[src/rtl/lutram_reader_pkg.sv]
// Shared types for the LUTRAM stream reader: FSM state encoding and the burst request record.
// Request fields are sized for address widths up to REQ_AW_MAX; narrower instances zero-extend.
package lutram_reader_pkg;

   localparam int unsigned REQ_AW_MAX = 16;

   typedef enum logic [1:0] {
      ST_IDLE  = 2'd0,
      ST_RUN   = 2'd1,
      ST_DRAIN = 2'd2
   } reader_state_e;

   typedef struct packed {
      logic [REQ_AW_MAX-1:0] base;
      logic [REQ_AW_MAX:0]   len;
   } reader_req_t;

endpackage

[src/rtl/lutram_stream_reader_skid_buf.sv]
// Two-entry output buffer (module reader_skid_buf) catching RAM read data one cycle after enb.
// The reader never pushes when full without a same-cycle pop and never pops when empty.
module reader_skid_buf
   import lutram_reader_pkg::*;
#(
   parameter int DATA_WIDTH = 128
) (
   input  logic                  clk,
   input  logic                  rst_n,
   input  logic                  push_i,
   input  logic [DATA_WIDTH-1:0] push_data_i,
   input  logic                  push_last_i,
   input  logic                  pop_i,
   output logic                  full_o,
   output logic                  empty_o,
   output logic [DATA_WIDTH-1:0] data_o,
   output logic                  last_o
);

   logic [DATA_WIDTH-1:0] data_q [2];
   logic [1:0]            last_q;
   logic                  wr_q;
   logic                  rd_q;
   logic [1:0]            count_q;

   always_ff @(posedge clk or negedge rst_n) begin
      if (!rst_n) begin
         data_q[0] <= '0;
         data_q[1] <= '0;
         last_q    <= '0;
         wr_q      <= 1'b0;
         rd_q      <= 1'b0;
         count_q   <= 2'd0;
      end else begin
         if (push_i) begin
            data_q[wr_q] <= push_data_i;
            last_q[wr_q] <= push_last_i;
            wr_q         <= ~wr_q;
         end
         if (pop_i) begin
            rd_q <= ~rd_q;
         end
         case ({push_i, pop_i})
            2'b10:   count_q <= count_q + 2'd1;
            2'b01:   count_q <= count_q - 2'd1;
            default: count_q <= count_q;
         endcase
      end
   end

   assign full_o  = (count_q == 2'd2);
   assign empty_o = (count_q == 2'd0);
   assign data_o  = data_q[rd_q];
   // A stale last flag in a drained slot must never be visible.
   assign last_o  = last_q[rd_q] & ~empty_o;

endmodule

[src/rtl/lutram_stream_reader.sv]
// Streams req_len words starting at req_base out of a 1-cycle-latency LUTRAM read port.
// Optional stall_cnt performance counter is enabled by defining LUTRAM_READER_PERF_EN.
module lutram_stream_reader
   import lutram_reader_pkg::*;
#(
   parameter int DATA_WIDTH = 128,
   parameter int ADDR_WIDTH = 8
) (
   input  logic                  clk,
   input  logic                  rst_n,
   input  logic                  req_valid,
   output logic                  req_ready,
   input  logic [ADDR_WIDTH-1:0] req_base,
   input  logic [ADDR_WIDTH:0]   req_len,
   output logic                  enb,
   output logic [ADDR_WIDTH-1:0] addrb,
   input  logic [DATA_WIDTH-1:0] doutb,
   output logic                  out_valid,
   input  logic                  out_ready,
   output logic [DATA_WIDTH-1:0] out_data,
   output logic                  out_last,
   output logic                  busy
`ifdef LUTRAM_READER_PERF_EN
   ,
   output logic [31:0]           stall_cnt
`endif
);

   localparam logic [REQ_AW_MAX-1:0] ADDR_MASK = {REQ_AW_MAX{1'b1}} >> (REQ_AW_MAX - ADDR_WIDTH);
   localparam logic [REQ_AW_MAX-1:0] BASE_ONE  = REQ_AW_MAX'(1);
   localparam logic [REQ_AW_MAX:0]   LEN_ONE   = (REQ_AW_MAX+1)'(1);

   reader_state_e state_q, state_d;
   // base tracks the next address to read, len the reads still to be issued.
   reader_req_t   req_q, req_d;
   logic          inflight_q;
   logic          inflight_last_q;
   logic          buf_full;
   logic          buf_empty;
   logic          buf_last;
   logic          pop;
   logic          issue;
   logic          last_issue;
   logic [1:0]    occupancy;

   assign out_valid = ~buf_empty;
   assign out_last  = buf_last;
   assign pop       = out_valid & out_ready;
   assign occupancy = buf_full ? 2'd2 : (buf_empty ? 2'd0 : 2'd1);

   // Reserve a buffer slot for every read before issuing it so no returning word is lost.
   assign issue      = (state_q == ST_RUN) &&
                       (({1'b0, occupancy} + {2'b00, inflight_q} - {2'b00, pop}) < 3'd2);
   assign last_issue = issue && (req_q.len == LEN_ONE);

   assign enb       = issue;
   assign addrb     = issue ? req_q.base[ADDR_WIDTH-1:0] : '0;
   assign req_ready = (state_q == ST_IDLE);
   assign busy      = (state_q != ST_IDLE);

   always_comb begin
      state_d = state_q;
      req_d   = req_q;
      case (state_q)
         ST_IDLE: begin
            if (req_valid && (req_len != '0)) begin
               req_d.base = REQ_AW_MAX'(req_base);
               req_d.len  = (REQ_AW_MAX+1)'(req_len);
               state_d    = ST_RUN;
            end
         end
         ST_RUN: begin
            if (issue) begin
               req_d.base = (req_q.base + BASE_ONE) & ADDR_MASK;
               req_d.len  = req_q.len - LEN_ONE;
               if (last_issue) begin
                  state_d = ST_DRAIN;
               end
            end
         end
         ST_DRAIN: begin
            if (pop && buf_last) begin
               state_d = ST_IDLE;
            end
         end
         default: state_d = ST_IDLE;
      endcase
   end

   always_ff @(posedge clk or negedge rst_n) begin
      if (!rst_n) begin
         state_q         <= ST_IDLE;
         req_q           <= '0;
         inflight_q      <= 1'b0;
         inflight_last_q <= 1'b0;
      end else begin
         state_q         <= state_d;
         req_q           <= req_d;
         inflight_q      <= issue;
         inflight_last_q <= last_issue;
      end
   end

   reader_skid_buf #(
      .DATA_WIDTH (DATA_WIDTH)
   ) u_skid_buf (
      .clk         (clk),
      .rst_n       (rst_n),
      .push_i      (inflight_q),
      .push_data_i (doutb),
      .push_last_i (inflight_last_q),
      .pop_i       (pop),
      .full_o      (buf_full),
      .empty_o     (buf_empty),
      .data_o      (out_data),
      .last_o      (buf_last)
   );

`ifdef LUTRAM_READER_PERF_EN
   logic [31:0] stall_q;

   always_ff @(posedge clk or negedge rst_n) begin
      if (!rst_n) begin
         stall_q <= '0;
      end else if (out_valid && !out_ready && (stall_q != '1)) begin
         stall_q <= stall_q + 32'd1;
      end
   end

   assign stall_cnt = stall_q;
`endif

endmodule

[config.mk]
export PLATFORM = sky130hd
export DESIGN_NAME = lutram_stream_reader
export DESIGN_NICKNAME = d
export VERILOG_FILES = /design/src/rtl/lutram_reader_pkg.sv /design/src/rtl/lutram_stream_reader_skid_buf.sv /design/src/rtl/lutram_stream_reader.sv
export SDC_FILE = /design/constraint.sdc
export NUM_CORES = 1
export LEC_CHECK = 0
export BUFFER_PORTS_ARGS = -buffer_cell sky130_fd_sc_hd__buf_2
export CAP_MARGIN = 25
export CORE_UTILIZATION = 30
export DETAILED_ROUTE_END_ITERATION = 7
export GPL_TIMING_DRIVEN = 0
export SYNTH_ARGS = -nofsm -noshare
export SYNTH_HDL_FRONTEND = slang
export SYNTH_SLANG_ARGS = --single-unit
export TNS_END_PERCENT = 1
[constraint.sdc]
create_clock -name clk -period 2.57 [get_ports clk]
set_input_delay 0.1285 -clock clk [delete_from_list [all_inputs] [get_ports clk]]
set_output_delay 0.1285 -clock clk [all_outputs]
set_load 0.03 [all_outputs]
**Yosys cells after proc, flatten, opt, wreduce, memory -nomap -nowiden**

Index checks and enable logic that the tools add are counted.

- Add/sub/neg operators: 6
- $lt $le $gt $ge: 7
- Equal/unequal tests: 10
- Mux-type cells: 23
- Bitwise operators: 7
- Reduce and logical (&&, ||, !) cells: 14

Operator list:

| cell | number |
|---|---|
| $mux W128 | 4 |
| $bwmux W256 | 1 |
| $demux W128 S1 | 1 |
| $mux W25 | 2 |
| $pmux W25 S2 | 1 |
| $eq A17 B1 Y1 const B | 1 |
| $sub A17 B1 Y17 const B | 1 |
| $mux W2 | 5 |
| $reduce_bool A9 Y1 | 1 |
| $add A8 B1 Y8 const B | 1 |
| $mux W8 | 1 |
| $eq A2 B2 Y1 const B | 3 |
| $logic_and A1 B1 Y1 | 6 |
| $ne A2 B2 Y1 const B | 3 |
| $pmux W2 S3 | 1 |
| $reduce_bool A2 Y1 | 3 |
| $eq A2 B1 Y1 const B | 2 |
| $ge A2 B2 Y1 const B | 2 |
| $logic_not A2 Y1 | 2 |
| $lt A1 B2 Y1 const B | 2 |
| $mux W1 | 4 |
| $not A1 Y2 | 2 |
| $pmux W2 S2 | 1 |
| $reduce_and A4 Y1 | 1 |
| 13 further kinds | 16 |

- Bits in registers: 291
- Logic and storage cells: 78

**Depth between registers and ports, before layout**

Gate-level depths: netlist of run 1.

- Depth in word-level cells: 11
- Mapped depth: 10
- Depth with buffers taken out: 8

**Hierarchy**

A second synthesis of run 1 with hierarchy kept.

- Cell total of the unflattened synthesis: 910
- Area, all modules: 13633.1 um2

By module, submodules not included:

| module | instances | cells each | area an instance (um2) | seq. area each (um2) |
|---|---|---|---|---|
| reader_skid_buf | 1 | 704 | 11772.5 | 6556.3 |
| lutram_stream_reader | 1 | 206 | 1860.5 | 725.7 |

**Worst setup path before layout of run 1**

Ideal clock, no wire load.

- Path kind: reg2out
- From: reg u_skid_buf.count_q[1]
- To: out addrb[0]
- Data arrival time: 2.210 ns
- Data required time: 2.441 ns
- Path slack: 0.231 ns
- Stages on the path, launching flop included: 9
- Buffers on the path: 1
- Cells stage by stage: dfrtp_1 > nor2b_1 > a21oi_1 > nor2b_1 > ha_1 > a211o_1 > inv_1 > clkbuf_1 > and2_1

- Word-level cells in the longest chain between the ends: 8

Ends and longest elaborated chain:

| element | line | RTL |
|---|---|---|
| start: declaration | lutram_stream_reader_skid_buf.sv:24 | `logic [1:0] count_q;` |
| start signal: assignment | lutram_stream_reader_skid_buf.sv:44 | `2'b10: count_q <= count_q + 2'd1;` |
| start signal: assignment | lutram_stream_reader_skid_buf.sv:45 | `2'b01: count_q <= count_q - 2'd1;` |
| start signal: assignment | lutram_stream_reader_skid_buf.sv:46 | `default: count_q <= count_q;` |
| $logic_not A2 Y1 | lutram_stream_reader_skid_buf.sv:52 | `assign empty_o = (count_q == 2'd0);` |
| $mux W1 | lutram_stream_reader.sv:49 | `assign occupancy = buf_full ? 2'd2 : (buf_empty ? 2'd0 : 2'd1);` |
| $mux W2 | lutram_stream_reader.sv:49 |  |
| $add A2 B1 Y3 | lutram_stream_reader.sv:53 | `(({1'b0, occupancy} + {2'b00, inflight_q} - {2'b00, pop}) < 3'd2);` |
| $sub A3 B1 Y3 (*) | lutram_stream_reader.sv:53 |  |
| $lt A3 B2 Y1 (*) | lutram_stream_reader.sv:53 |  |
| $logic_and A1 B1 Y1 (*) | lutram_stream_reader.sv:52 | `assign issue = (state_q == ST_RUN) &&` |
| via enb | lutram_stream_reader.sv:15 | `output logic enb,` |
| $mux W8 (*) | lutram_stream_reader.sv:57 | `assign addrb = issue ? req_q.base[ADDR_WIDTH-1:0] : '0;` |
| end: declaration | lutram_stream_reader.sv:16 | `output logic [ADDR_WIDTH-1:0] addrb,` |

Mark *: on every way through the listed nets, which the timed path passes. The rest lies on a longest branch.

**Worst setup path after layout of run 1**

- From: reg u_skid_buf.count_q[1]
- To: out addrb[3]

- Word-level cells in the longest chain between the ends: 8

Ends and longest elaborated chain:

| element | line |
|---|---|
| $logic_not A2 Y1 | lutram_stream_reader_skid_buf.sv:52 |
| $mux W1 | lutram_stream_reader.sv:49 |
| $mux W2 | lutram_stream_reader.sv:49 |
| $add A2 B1 Y3 | lutram_stream_reader.sv:53 |
| $sub A3 B1 Y3 (*) | lutram_stream_reader.sv:53 |
| $lt A3 B2 Y1 (*) | lutram_stream_reader.sv:53 |
| $logic_and A1 B1 Y1 (*) | lutram_stream_reader.sv:52 |
| $mux W8 (*) | lutram_stream_reader.sv:57 |

Mark *: on every way between the ends. The rest lies on a longest branch, timed or not.

==> run metrics, run 1 <==
status=finished clean; DRC Markers=0; Post-synth EDFFs=0; post-route cell area=0.0180 mm2; Data required, critical path=2.44 ns; GRT Util Overall=15.7%; pin count of the biggest net entering global routing=121; number of synthesis warnings=0; Setup violations, final=0; synthesized flop and latch total=291; PwrDens=1500 mW/mm2; remaining antenna violation count=0; initial drt markers=426; Clock Pin Slew Worst Setup and Hold Paths=0.05 ns; type of the worst min-delay path=input pin to flop; TritonCTS clock tree=yes; Final TNS setup=0 ns; Synth Net Count=1059; minimum clock period=2.52 ns; clock power share=18.2%; part of the power in registers=30.1%; cell internal pwr=16.0 mW; worst-path fanout max=11; post-synthesis async set-or-reset flop share=100%; arrival time of the worst setup path=2.39 ns; num ports=290; Max Root-Sink Buffers=3; dominant register cell in the synthesized netlist=dfrtp_1; Clock Latency Late Sink=0.53 ns; Final nets=1538; global-route wire length before repair=54700 um; worst slew pin tran=0.806 ns; Vias=9276; Pins Over Slew Limit=0; Setup crit end kind=output port; clk_skew=0.0130 ns; leakage power=7.88 nW; RSZ-0062 raised after global routing=true; syn avg cell area=14.3 um2; layout cells sized above 1=55.7%; final worst-path cycle share=98.0%; Root Driver=clkbuf_16; ant diodes=0; H-tree depth=2; Seq/Total Area, Yosys=56.0%; final wirelength=34500 um; DR vias/cell=4.67; Slew HR=46.2%; Post-Synthesis Cell Area=0.0130 mm2; Cell Rows=75; Die Height=210 um; routability cong.=0.809; full die area=0.0442 mm2; Post-Synthesis Cells=906; WL/cell=17.4 um; initial antenna violation count=0; Port Buffers=289; NetSw=10.9 mW; number of global-route vias before repair=10200; Max Cap Viol=0; final core utilization=42.6%; Area Growth Syn to Fin=38.7%; grt ovf=0; maximum clock frequency=397 MHz; Yosys cell types=52; critical path class=flop to output port; final hold vios=0; Num CTS Buffers=35; DP Area=0.0152 mm2; Clock Sink Count=291; Switching Fraction=40.5%; Peak supply drop=0.000768 V; starting density of the core=30.7%; Comb power frac=51.7%; Startpoint Class=flop; core outline area=0.0423 mm2; Pre-antenna DRT Iters=4; Detailed Place HPWL=23300 um; Die X=210 um
## timing repair
item,in CTS,in global routing
gates resized for setup,42,20
hold endpoints to repair,343,0
pin swaps,1,2
setup endpoints to repair,326,52
buffers inserted,0,4
hold buffers,148,0
## critical path, stage by stage, from the launching register on
cell and delay [ns]:
dfrtp_1 0.39, nor2b_2 0.18, a21oi_2 0.15, nor2b_1 0.06, ha_1 0.26, a211o_1 0.32, inv_2 0.09, buf_8 0.13
and2_4 0.15, buf_6 0.12
## placed cells by master, fill, tap and decap left out, types with 3 or more instances in the layout
cell	netlist	layout
a21oi_1	14	13
a22oi_1	5	5
and2_4	0	8
buf_1	6	4
buf_2	8	291
buf_4	1	5
buf_6	0	8
clkbuf_1	39	28
clkbuf_16	0	37
clkbuf_2	0	17
clkbuf_8	0	10
dfrtp_1	291	291
dlygate4sd3_1	0	148
ha_1	4	4
inv_1	8	7
mux2_2	386	386
mux2i_1	4	4
nand2_1	14	14
nand2b_1	6	6
nand3_1	3	3
nor2_1	13	13
nor2b_1	6	3
nor2b_2	0	3
nor3_1	5	5
nor3b_1	4	3
nor4_1	7	6
o211ai_1	3	3
o21ai_0	7	7
o22ai_1	9	9
o2bb2a_1	3	3
o2bb2ai_1	6	6
or4_1	8	8
## layer usage
layer | part of all wire [%] | track usage [%] | wire length (um) | vias up
met5 | 0 | 0 | 0 | -
met4 | 3.0 | 6.02 | 1030 | 0
met3 | 5.8 | 3.47 | 2000 | 60
met2 | 48 | 26.6 | 16700 | 268
met1 | 43 | 19.4 | 14800 | 4669
li1 | - | - | - | 4279
## logic make-up (layout without fill, tap and decap cells)
kind of cell | after synthesis | after routing | share of synthesized area, %
xor+xnor | 3 | 3 | 0.202
simple gates | 88 | 88 | 3.87
fa+ha+maj | 4 | 4 | 0.385
flops | 291 | 291 | 56.0
mux | 390 | 390 | 33.8
compound gates | 68 | 68 | 3.86
buf+inv | 62 | 565 | 1.90
## power groups by stage
stage,Sequential [mW],Combinational [mW],Clock [mW]
CTS,8.06,14.0,5.09
detailed placement,8.12,13.6,0
global placement,7.97,13.4,0
global route,8.40,14.8,5.24
finish,8.11,13.9,4.92
floorplan,7.74,10.1,0
## state kept, by name, indices dropped and copies added (netlist names)
name / count
u_skid_buf.data_q: 256
inflight_last_q: 1
inflight_q: 1
state_q: 2
u_skid_buf.count_q: 2
req_q: 25
u_skid_buf.last_q: 2
u_skid_buf.wr_q: 1
u_skid_buf.rd_q: 1
## synth_stat cells, types with 3 or more instances
cell | n | area (um2)
nand3_1 | 3 | 15.0
a21oi_1 | 14 | 70.1
a22oi_1 | 5 | 37.5
nor2b_1 | 6 | 37.5
buf_2 | 8 | 40.0
o22ai_1 | 9 | 56.3
nor4_1 | 7 | 43.8
nand2b_1 | 6 | 37.5
and2_1 | 8 | 50.1
o21ai_0 | 7 | 35.0
nor3_1 | 5 | 25.0
or4_1 | 8 | 60.1
mux2_2 | 386 | 4350
mux2i_1 | 4 | 40.0
ha_1 | 4 | 50.1
clkbuf_1 | 39 | 146
o2bb2ai_1 | 6 | 52.6
dfrtp_1 | 291 | 7280
o211ai_1 | 3 | 22.5
nor2_1 | 13 | 48.8
nand2_1 | 14 | 52.6
inv_1 | 8 | 30.0
buf_1 | 6 | 22.5
nor3b_1 | 4 | 30.0
o2bb2a_1 | 3 | 30.0
## path summary, 6_finish.rpt
| kind | from | end | cells after the start | slack (ns) |
|---|---|---|---|---|
| worst max-delay path | u_skid_buf.count_q[1]$_DFFE_PN0P_ | addrb[3] | 9 | 0.05 |
| worst min-delay path | req_len[6] | req_q[6]$_DFFE_PN0P_ | 4 | 0.08 |
| worst max register to register | u_skid_buf.count_q[1]$_DFFE_PN0P_ | req_q[9]$_DFFE_PN0P_ | 9 | 0.06 |
| worst min register to register | u_skid_buf.data_q[34]$_DFFE_PN0P_ | u_skid_buf.data_q[34]$_DFFE_PN0P_ | 1 | 0.50 |
| max in group asynchronous | rst_n | u_skid_buf.data_q[40]$_DFFE_PN0P_ | 3 | 1.38 |
| min in group asynchronous | rst_n | u_skid_buf.data_q[12]$_DFFE_PN0P_ | 2 | 0.16 |
## area by class of cell
class	count	area, um2
fillers	3975	24300
flip-flops and latches	291	7280
multi-input cells	553	5510
repair buffers	443	3070
clock buffers	57	1100
well taps	577	722
plain buffers	53	253
clock inverters	4	47.5
inverters	8	30.0
## per-stage QoR
step | worst slack (ns) | hold slack, ns | total power [mW] | std cells
4_1_cts | -0.102 | 0.0443 | 27.1 | 1983
3_3_place_gp | -4.12 | 0.373 | 21.4 | 1772
2_1_floorplan | 0.231 | -0.167 | 17.9 | 906
6_report | 0.0525 | 0.0781 | 27.0 | 1986
3_5_place_dp | -0.638 | 0.143 | 21.7 | 1774
5_1_grt | -0.0820 | 0.0820 | 28.5 | 1986
Note: power is estimated with default switching activity, not from simulation.
==> run 2, diff against run 1 <==
PLACE_DENSITY = 0.52   (was default)
==> run 2 against run 1 <==
Effect of this change:
- global-route usage is 0.14 points higher
- clock skew rose by 0.0015 ns
- flip-flop and latch count stayed put
- fmax down 0.47%
- highest routed layer is now met5
==> run metrics, run 2 (same netlist as run 1, synthesis figures left out) <==
status=finished clean; layout cells sized above 1=55.5%; number of global-route vias before repair=9938; reg2reg path depth=6; Tot Pwr=27.1 mW; Detailed Place HPWL=23900 um; Filler Cells Inserted=3969; worst hold start=req_base[5]; area of the multi-input gates=0.00551 mm2; Pins Over Slew Limit=0; Peak supply drop=0.000808 V; Die X=210 um; final hold vios=0; clock power share=18.8%; type of the worst min-delay path=input pin to flop; largest stage delay on the critical path=0.42 ns; final worst-path cycle share=98.4%; biggest regs=u_skid_buf.data_q x256, req_q x25; register bank with the most flops=u_skid_buf.data_q; Startpoint Class=flop; starting density of the core=30.7%; clk_skew=0.0144 ns; num ports=290; Final nets=1536; worst slew pin tran=0.884 ns; initial drt markers=299; GRT Util Overall=15.8%; CP cell instances=nor2b_4 > a21oi_2 > nor2b_1 > ha_1 > a211o_4 > inv_4 > buf_8 > and2_1 > buf_6; Die Height=210 um; Clock Latency Late Sink=0.53 ns; Switching Fraction=40.2%; full die area=0.0442 mm2; grt ovf=0; global-route wire length before repair=55100 um; Vias=9134; WL/cell=17.5 um; critical path's slowest cell=dfrtp_1; minimum clock period=2.53 ns; Max Cap Viol=0; Final TNS setup=0 ns; DR vias/cell=4.61; initial antenna violation count=1; Root Driver=clkbuf_16; Post-Layout Cell Count=1983; part of the power in registers=29.8%; TritonCTS clock tree=yes; DRC Markers=0; placed cell count=1775; Data required, critical path=2.44 ns; Hold EP=req_q[22]$_DFFE_PN0P_; routability cong.=0.806; worst-path fanout max=6; most frequent cells in the layout=mux2_2 (386), dfrtp_1 (291), buf_2 (290), dlygate4sd3_1 (145), clkbuf_16 (38); r2r setup slk=0.16 ns; Cell Rows=75; Pre-antenna DRT Iters=4; RSZ-0062 raised after global routing=true; Slew HR=41.1%; core outline area=0.0423 mm2; remaining antenna violation count=0; Reg area=0.00728 mm2; final wirelength=34800 um; worst flop-to-flop path startpoint=req_q[0]$_DFFE_PN0P_; Setup violations, final=0; Clock Pin Slew Worst Setup and Hold Paths=0.06 ns; Worst setup startpoint=u_skid_buf.count_q[0]$_DFFE_PN0P_; Hold Path Stages=4; number of flip-flops under the largest register name=256; maximum clock frequency=395 MHz; NetSw=10.9 mW; Comb power frac=51.4%; critical path class=flop to output port; PwrDens=1500 mW/mm2; leakage power=7.90 nW; Setup crit end kind=output port; worst flop-to-flop path endpoint=req_q[16]$_DFFE_PN0P_; Num CTS Buffers=36; H-tree depth=2; cell internal pwr=16.2 mW; Port Buffers=289; Max Root-Sink Buffers=3; commonest non-fill, non-tap cell in the layout=mux2_2; Area Growth Syn to Fin=38.9%; pin count of the biggest net entering global routing=115; Clock Sink Count=291; arrival time of the worst setup path=2.40 ns
## run 2: cell count changes in the layout (fill, tap and decap cells not counted), moves of 2 or more
cell           delta
and2_4            -5
clkbuf_1          -3
dlygate4sd3_1     -3
nor2b_4           +2
buf_4             -2
nor2b_2           -3
bufinv_16         +2
and2_1            +5
## run 2: per-stage QoR
step           worst slack (ns)  utilization [%]  instance area [um2]  hold WS (ns)
2_1_floorplan             0.231                -                13000        -0.167
3_3_place_gp              -4.43             35.8                15200         0.373
3_5_place_dp             -0.619             36.0                15200         0.294
4_1_cts                 -0.0862             42.4                17900        0.0193
5_1_grt                 -0.0612             42.7                18100         0.119
6_report                 0.0406             42.7                18100        0.0606
## run 2: worst max-delay path: cells and delay by family, from the launching register on
family                   cells  cell delay [ns]
AND/OR/NAND/NOR              3             0.37
adder cells (fa/ha/maj)      1             0.28
AO/OA/AOI/OAI                2             0.45
flip-flops                   1             0.42
buffers and inverters        3             0.35
## run 2: worst max-delay path by stage
| stage | endpoint | slack (ns) | depth (start not counted) |
|---|---|---|---|
| final | addrb[5] | 0.04 | 9 |
| after global routing | addrb[5] | -0.06 | 9 |
| after CTS | addrb[2] | -0.09 | 9 |
| after detailed placement | u_skid_buf.data_q[244]$_DFFE_PN0P_ | -0.62 | 5 |
| after global placement | u_skid_buf.data_q[53]$_DFFE_PN0P_ | -4.43 | 1 |
| after floorplan | addrb[0] | 0.23 | 8 |
## run 2: final cells by class
type,count,area share (%)
timing repair buffer,440,17.0
buffer,53,1.42
multi-input combinational,553,30.5
clock inverter,6,0.596
inverter,8,0.180
sequential,291,40.3
tap,577,4.00
antenna,1,0.0139
clock buffer,54,5.98
## run 2: per-layer routing
layer	vias to the layer above	GRT usage [%]	share of wire, %	wire, um
li1	4280	-	-	-
met1	4573	20.4	44	15500
met2	226	25.7	47	16200
met3	53	4.32	6.5	2270
met4	2	5.26	2.3	788
met5	-	0	0.037	13
## run 2: timing repair
item	in CTS	in global routing
resized for setup	34	29
cloned	0	1
setup endpoints to repair	331	43
setup buffers	0	2
hold buffers	145	0
hold endpoints to repair	387	0
pin swaps	1	1
## run 2: power by group through the flow
stage	sequential, mW	clock, mW	combinational (mW)
2_1_floorplan	7.74	0	10.1
5_1_grt	8.36	5.49	14.9
4_1_cts	8.06	5.32	14.0
6_report	8.07	5.11	13.9
3_3_place_gp	8.03	0	13.5
3_5_place_dp	8.12	0	13.6
